==> src/rtl/uart_tx_engine.sv <==
// uart_tx_engine: byte FIFO feeding an 8N1 serial shifter at a fixed baud rate.
// Bytes arrive on a valid/ready handshake, queue in a small circular buffer,
// and leave LSB first with one start and one stop bit per frame.
module uart_tx_engine #(
  parameter int CLOCK_FREQ = 125_000_000,
  parameter int BAUD_RATE  = 115_200,
  parameter int FIFO_DEPTH = 4
) (
  input  logic       clk,
  input  logic       rst_n,
  input  logic [7:0] data_in,
  input  logic       data_in_valid,
  output logic       data_in_ready,
  output logic       serial_out,
  output logic       busy_out
);

  localparam int SYMBOL_EDGE_TIME = CLOCK_FREQ / BAUD_RATE;
  localparam int BW = $clog2(SYMBOL_EDGE_TIME);
  localparam int PW = $clog2(FIFO_DEPTH);
  localparam int CW = PW + 1;
  localparam logic [BW-1:0] BAUD_LAST = BW'(SYMBOL_EDGE_TIME - 1);
  localparam logic [CW-1:0] FULL_CNT  = CW'(FIFO_DEPTH);

  typedef enum logic [1:0] {IDLE, START, DATA, STOP} state_t;

  // FIFO storage and bookkeeping
  logic [7:0]    fifo_mem [FIFO_DEPTH];
  logic [PW-1:0] wr_ptr, rd_ptr;
  logic [CW-1:0] fifo_cnt;
  logic          push, pop;
  logic          fifo_nempty;

  // shifter state
  state_t        state, state_d;
  logic [BW-1:0] baud_cnt, baud_d;
  logic [2:0]    bit_idx, bit_d;
  logic [7:0]    shift_reg, shift_d;
  logic          ser_d;
  logic          sym_end;

  assign data_in_ready = (fifo_cnt != FULL_CNT);
  assign push          = data_in_valid && data_in_ready;
  assign fifo_nempty   = (fifo_cnt != '0);
  assign sym_end       = (baud_cnt == BAUD_LAST);
  assign busy_out      = (state != IDLE) || fifo_nempty;

  // FIFO data array; contents need no reset since count gates every read
  always_ff @(posedge clk) begin
    if (push) fifo_mem[wr_ptr] <= data_in;
  end

  // FIFO pointers and occupancy; power-of-2 depth lets pointers wrap naturally
  always_ff @(posedge clk or negedge rst_n) begin
    if (!rst_n) begin
      wr_ptr   <= '0;
      rd_ptr   <= '0;
      fifo_cnt <= '0;
    end else begin
      if (push) wr_ptr <= wr_ptr + PW'(1);
      if (pop)  rd_ptr <= rd_ptr + PW'(1);
      case ({push, pop})
        2'b10:   fifo_cnt <= fifo_cnt + CW'(1);
        2'b01:   fifo_cnt <= fifo_cnt - CW'(1);
        default: fifo_cnt <= fifo_cnt;
      endcase
    end
  end

  // shifter registers; serial line is registered so it never glitches
  always_ff @(posedge clk or negedge rst_n) begin
    if (!rst_n) begin
      state      <= IDLE;
      baud_cnt   <= '0;
      bit_idx    <= '0;
      shift_reg  <= '0;
      serial_out <= 1'b1;
    end else begin
      state      <= state_d;
      baud_cnt   <= baud_d;
      bit_idx    <= bit_d;
      shift_reg  <= shift_d;
      serial_out <= ser_d;
    end
  end

  // next-state: the line level for the coming symbol is chosen on the edge
  // that enters it, so each symbol lasts exactly SYMBOL_EDGE_TIME cycles
  always_comb begin
    state_d = state;
    baud_d  = baud_cnt;
    bit_d   = bit_idx;
    shift_d = shift_reg;
    ser_d   = serial_out;
    pop     = 1'b0;
    case (state)
      IDLE: begin
        ser_d = 1'b1;
        if (fifo_nempty) begin
          pop     = 1'b1;
          shift_d = fifo_mem[rd_ptr];
          state_d = START;
          baud_d  = '0;
          ser_d   = 1'b0;
        end
      end
      START: begin
        if (sym_end) begin
          state_d = DATA;
          baud_d  = '0;
          bit_d   = '0;
          ser_d   = shift_reg[0];
        end else begin
          baud_d = baud_cnt + BW'(1);
        end
      end
      DATA: begin
        if (sym_end) begin
          baud_d = '0;
          if (bit_idx == 3'd7) begin
            state_d = STOP;
            ser_d   = 1'b1;
          end else begin
            bit_d = bit_idx + 3'd1;
            ser_d = shift_reg[bit_idx + 3'd1];
          end
        end else begin
          baud_d = baud_cnt + BW'(1);
        end
      end
      STOP: begin
        if (sym_end) begin
          baud_d = '0;
          // chain straight into the next frame when more bytes are queued
          if (fifo_nempty) begin
            pop     = 1'b1;
            shift_d = fifo_mem[rd_ptr];
            state_d = START;
            ser_d   = 1'b0;
          end else begin
            state_d = IDLE;
            ser_d   = 1'b1;
          end
        end else begin
          baud_d = baud_cnt + BW'(1);
        end
      end
      default: state_d = IDLE;
    endcase
  end

endmodule

==> config.mk <==
export PLATFORM = sky130hd
export DESIGN_NAME = uart_tx_engine
export DESIGN_NICKNAME = d
export VERILOG_FILES = /design/src/rtl/uart_tx_engine.sv
export SDC_FILE = /design/constraint.sdc
export NUM_CORES = 1
export LEC_CHECK = 0
export ABC_CLOCK_PERIOD_IN_PS = 5090
export CORE_UTILIZATION = 40
export CTS_BUF_LIST = sky130_fd_sc_hd__clkbuf_4
export DETAILED_ROUTE_END_ITERATION = 7
export GPL_ROUTABILITY_DRIVEN = 0
export MAX_ROUTING_LAYER = met4
export PLACE_DENSITY = 0.57
export SETUP_SLACK_MARGIN = 0.2
export SYNTH_ARGS = -nofsm -noshare
export SYNTH_HDL_FRONTEND = slang
export SYNTH_SLANG_ARGS = --single-unit
==> constraint.sdc <==
create_clock -name clk -period 5.09 [get_ports clk]
set_input_delay 1.2725 -clock clk [delete_from_list [all_inputs] [get_ports clk]]
set_output_delay 1.2725 -clock clk [all_outputs]
set_load 0.01 [all_outputs]
* Word-level counts from Yosys, hierarchy flattened
Memories as Yosys holds them, arrays and structs flattened.
Cells that the tools add are included.
** Operators by class
- Reduce and logical (&&, ||, !) cells :: 13
- Order comparisons :: 1
- Eq/ne operators :: 14
- Add/subtract/negate cells :: 6
- Mux-type cells :: 31
** Operator list (number)
- 11-bit two-way mux :: 2
- 11-bit case mux with 2 select lines :: 1
- 8-bit two-way mux :: 2
- 8-bit case mux with 2 select lines :: 1
- 2-bit != test (second input constant) :: 6
- 3-bit case mux with 2 select lines :: 2
- 11-bit by 1-bit adder with 11-bit output (second input constant) :: 1
- 11-bit == test (second input constant) :: 1
- 1-bit two-way mux :: 11
- 2-bit two-way mux :: 5
- 3-bit two-way mux :: 3
- 2-bit case mux with 4 select lines :: 1
- 2-bit nonzero test :: 4
- 3-bit by 1-bit adder with 3-bit output (second input constant) :: 2
- 2-bit == test (second input constant) :: 3
- 5-bit AND reduction :: 1
- 2-bit by 1-bit adder with 2-bit output (second input constant) :: 2
- 2-bit by 1-bit == test with 1-bit output (second input constant) :: 2
- 3-bit by 4-bit < comparator with 1-bit output (second input constant) :: 1
- 1-bit case mux with 4 select lines :: 1
- 4-bit AND reduction :: 1
- 1-bit binary-select mux with 3-bit select :: 1
- 3-bit == test (second input constant) :: 1
- 3-bit != test (second input constant) :: 1
- 9 further kinds :: 9
** Storage, ports and cells
- Input port bits :: 11
- Memories kept :: 1
- Register bits after elaboration :: 32
- Output and inout port bits :: 3
- RAM bits :: 32
** Memory list
- fifo_mem :: words 4, width 8, rd ports 1, clocked after memory_dff 0, wr ports 1, line 28 : logic [7:0] fifo_mem [FIFO_DEPTH];

* Longest topological paths before layout
- Depth in word-level cells :: 6
- Depth in mapped cells :: 11

* Worst setup path before layout
No wires, ideal clock.
- Path type :: input to register
- From :: input port data_in_valid
- To :: register fifo_cnt[2]
- Cell stages on the path :: 8
- Required time :: 5011 ps
- Path slack :: 2571 ps
- Arrival time :: 2440 ps
- Library setup time :: 79 ps
- Cells stage by stage :: and2_1 -> inv_1 -> ha_1 -> inv_1 -> fa_1 -> xor2_1 -> nor2_1 -> xor2_1
** Between the ends
- Word-level cells in the longest chain between the ends :: 3
** RTL lines
- start: declaration :: line 12 : input logic data_in_valid,
- 1-bit logical AND * :: line 43 : assign push = data_in_valid && data_in_ready;
- 2-bit by 1-bit == test with 1-bit output / 2-bit == test (equally long branches) :: line 62 : case ({push, pop})
- 3-bit case mux with 2 select lines / 2-bit nonzero test (equally long branches)
- end signal: assignment :: line 63 : 2'b10: fifo_cnt <= fifo_cnt + CW'(1);
- end signal: assignment :: line 64 : 2'b01: fifo_cnt <= fifo_cnt - CW'(1);
- end signal: assignment :: line 65 : default: fifo_cnt <= fifo_cnt;
- end: declaration :: line 30 : logic [CW-1:0] fifo_cnt;
Mark *: on every way between the ends. The rest lies on a longest branch, timed or not.
A chain may end at the register's enable or synchronous reset.

* Worst setup path in the final report
- From :: register fifo_cnt[0]
- To :: output port busy_out
** Between the ends
- Word-level cells in the longest chain between the ends :: 2
** RTL lines
- 3-bit nonzero test :: line 44 : assign fifo_nempty = (fifo_cnt != '0);
- 1-bit logical OR :: line 46 : assign busy_out = (state != IDLE) || fifo_nempty;
- end: declaration :: line 15 : output logic busy_out
No other way between the ends.

==> summary.txt <==
Drt first-iter violations = 95
Synth Warn # = 0
Initial Util = 0.4166
Synth Area in Adders = 0.06425
RSZ-0062 raised after global routing = no
CP arrival = 2170 ps
Syn Nets = 243
Worst Hold Class = register to register
CTS clk-pin slew, worst paths = 110 ps
Area Growth Syn to Fin = 12.93%
Pwr/cell area = 355.9 nW/um^2
Placed Instances = 323
Period utilisation layout = 0.6772
Maximum buffer depth of the clock tree = 2
Mapped cell area = 3038 um^2
Fin cells = 339
Clock Root Buffer = clkbuf_4
Overall routed net length = 5098 um
Max FO, Critical Path = 10
Setup Total Neg Slack = 0 ps
Mux cell area share after synthesis = 0.1318
Sequential cell area fraction in the yosys report = 0.5803
Via count = 1772
Rel. slew slack = 0.6188
Unique masters post-synth = 44
Num CTS Buffers = 9
Port buffer count = 13
Ys async rst share = 0.5000
Worst-Margin Slew = 571.8 ps
Post-synth top area share = 0.3163
Hold buffers post-CTS = 0
DP Worst Slack = 1986 ps
Total leakage power = 1.384 nW
Vias in the first global route = 1740
H-tree levels = 3
GRT Util Overall = 0.1583
Routed WL per cell = 15.04 um
Post-synth EDFFs = 32
Register bit count reported by yosys = 64
Simple logic cell fraction of the synthesized area = 0.09926
Most common library cells after synthesis = edfxtp_1, dfrtp_1, ha_1, nand2_1, inv_1
Main combinational cell family by area after synthesis = multiplexers
Layout cells sized above 1 = 0.1917
# Max-Cap Violations = 0
Die height = 89.15 um
Diode count = 0
Critical Path Source = fifo_cnt[0]
Worst-Skew Late Latency = 420 ps
Largest register FFs = 32
Main area contributors after synthesis = edfxtp_1, dfrtp_1, mux4_2
Largest net degree at the start of global routing = 33
DR DRC count = 0
Final ANT Viol Nets = 0
Clk_skew = 13.98 ps
Startpoint types = register
Ports = 14
Die ar. = 7948 um^2
Detail Placement HPWL = 3531 um
Final Hold Fails = 0
Crit. End Element = output port
Min-Delay Startpoint = serial_out
DIE WIDTH = 89.15 um
CTS tree = done
Most common cell in the netlist = edfxtp_1
Initial antenna violation count = 0
Worst vdd ir = 0.0002127 V
Required time worst endpoint = 3820 ps
Gates resized, CTS repair = 0
Initial DRT Pass Iterations = 4
Tot Pwr = 1.221 mW
Global-route wire length before repair = 8707 um
Time the worst path needs with I/O delays and setup = 3447 ps
Core area = 7292 um^2
# clock sinks = 64
# fillers = 684
CP Class = register to output port
Outcome = complete, no violations
# rows = 31
Setup Buffers After CTS = 0
Grt total ovfl = 0
Layout Nets = 261
Worst r2r src = baud_cnt[0]
Setup violators final = 0
Peak Freq = 290.1 MHz
Fin Hold WS = 494.1 ps
Top cell type by total area after synthesis = edfxtp_1
Max-slew violations = 0
Syn avg cell area = 14.00 um^2
Setup ws final = 1643 ps
Synth Area in Compound Gates = 0.07372
Avg Vias per Cell = 5.227
Post-Synth XOR/XNOR Area = 0.02018
Dominant synthesized flop cell = edfxtp_1
Post-synthesis cell count = 217
routing by layer:
metal,routed length [um],track usage,part of all wire,vias up
met5,0,-,0,-
met4,120,0.09091,0.024,0
met3,131,0.03878,0.026,11
met2,2271,0.2158,0.45,22
met1,2575,0.2150,0.51,882
li1,-,-,-,857
cells in the final DEF, fill, tap and decap left out, types with 6 or more instances in the layout:
| cell type | Yosys | final |
|---|---|---|
| edfxtp_1 | 32 | 32 |
| dfrtp_1 | 31 | 31 |
| nand2_1 | 14 | 14 |
| ha_1 | 14 | 14 |
| clkdlybuf4s50_1 | 0 | 13 |
| inv_1 | 11 | 11 |
| mux4_2 | 10 | 10 |
| a31oi_1 | 9 | 9 |
| clkbuf_4 | 0 | 9 |
| nor2_1 | 8 | 8 |
| mux2_4 | 8 | 8 |
| nand3_1 | 7 | 7 |
| and3_1 | 6 | 6 |
| o21ai_0 | 6 | 6 |
worst paths after layout:
kind                                to  slack (ps)  depth (start not counted)
max                           busy_out        1640                          4
min reg2reg                 serial_out         490                          2
min in group asynchronous  baud_cnt[3]        1230                          2
max reg2reg                fifo_cnt[2]        2470                         11
max in group asynchronous   serial_out        3520                          2
min                         serial_out         490                          2
per-stage QoR:
stage / util / cell area (um^2)
2_1_floorplan: - / 3038
3_3_place_gp: 0.4470 / 3259
3_5_place_dp: 0.4470 / 3259
4_1_cts: 0.4705 / 3431
5_1_grt: 0.4705 / 3431
6_report: 0.4705 / 3431
cell type report:
cell class	count	area, um^2	share of cell area
Sequential cell	64	1763	0.5139
Tap cell	99	123.9	0.03611
Timing Repair Buffer	15	145.1	0.04230
Multi-Input combinational cell	133	1182	0.3446
Clock inverter	7	103.9	0.03027
Inverter	12	45.04	0.01313
Clock buffer	9	67.56	0.01969
critical path, stage by stage (launching register included):
cell             delay [ps]
dfrtp_1                 420
nor3_1                  440
and2_1                  280
inv_2                   130
clkdlybuf4s50_1         500
cell families after synthesis:
kind of cell,after synthesis
flip-flops,64
AND/OR/NAND/NOR,55
AO/OA/AOI/OAI,33
multiplexers,23
buffers and inverters,20
adder cells (fa/ha/maj),15
XOR/XNOR,7
power by group:
group          switching (mW)  internal [mW]  leakage, nW
clock                   0.208          0.205       0.0911
combinational          0.0901         0.0689        0.607
sequential             0.0272          0.622        0.686
(Power assumes the default switching activity.)
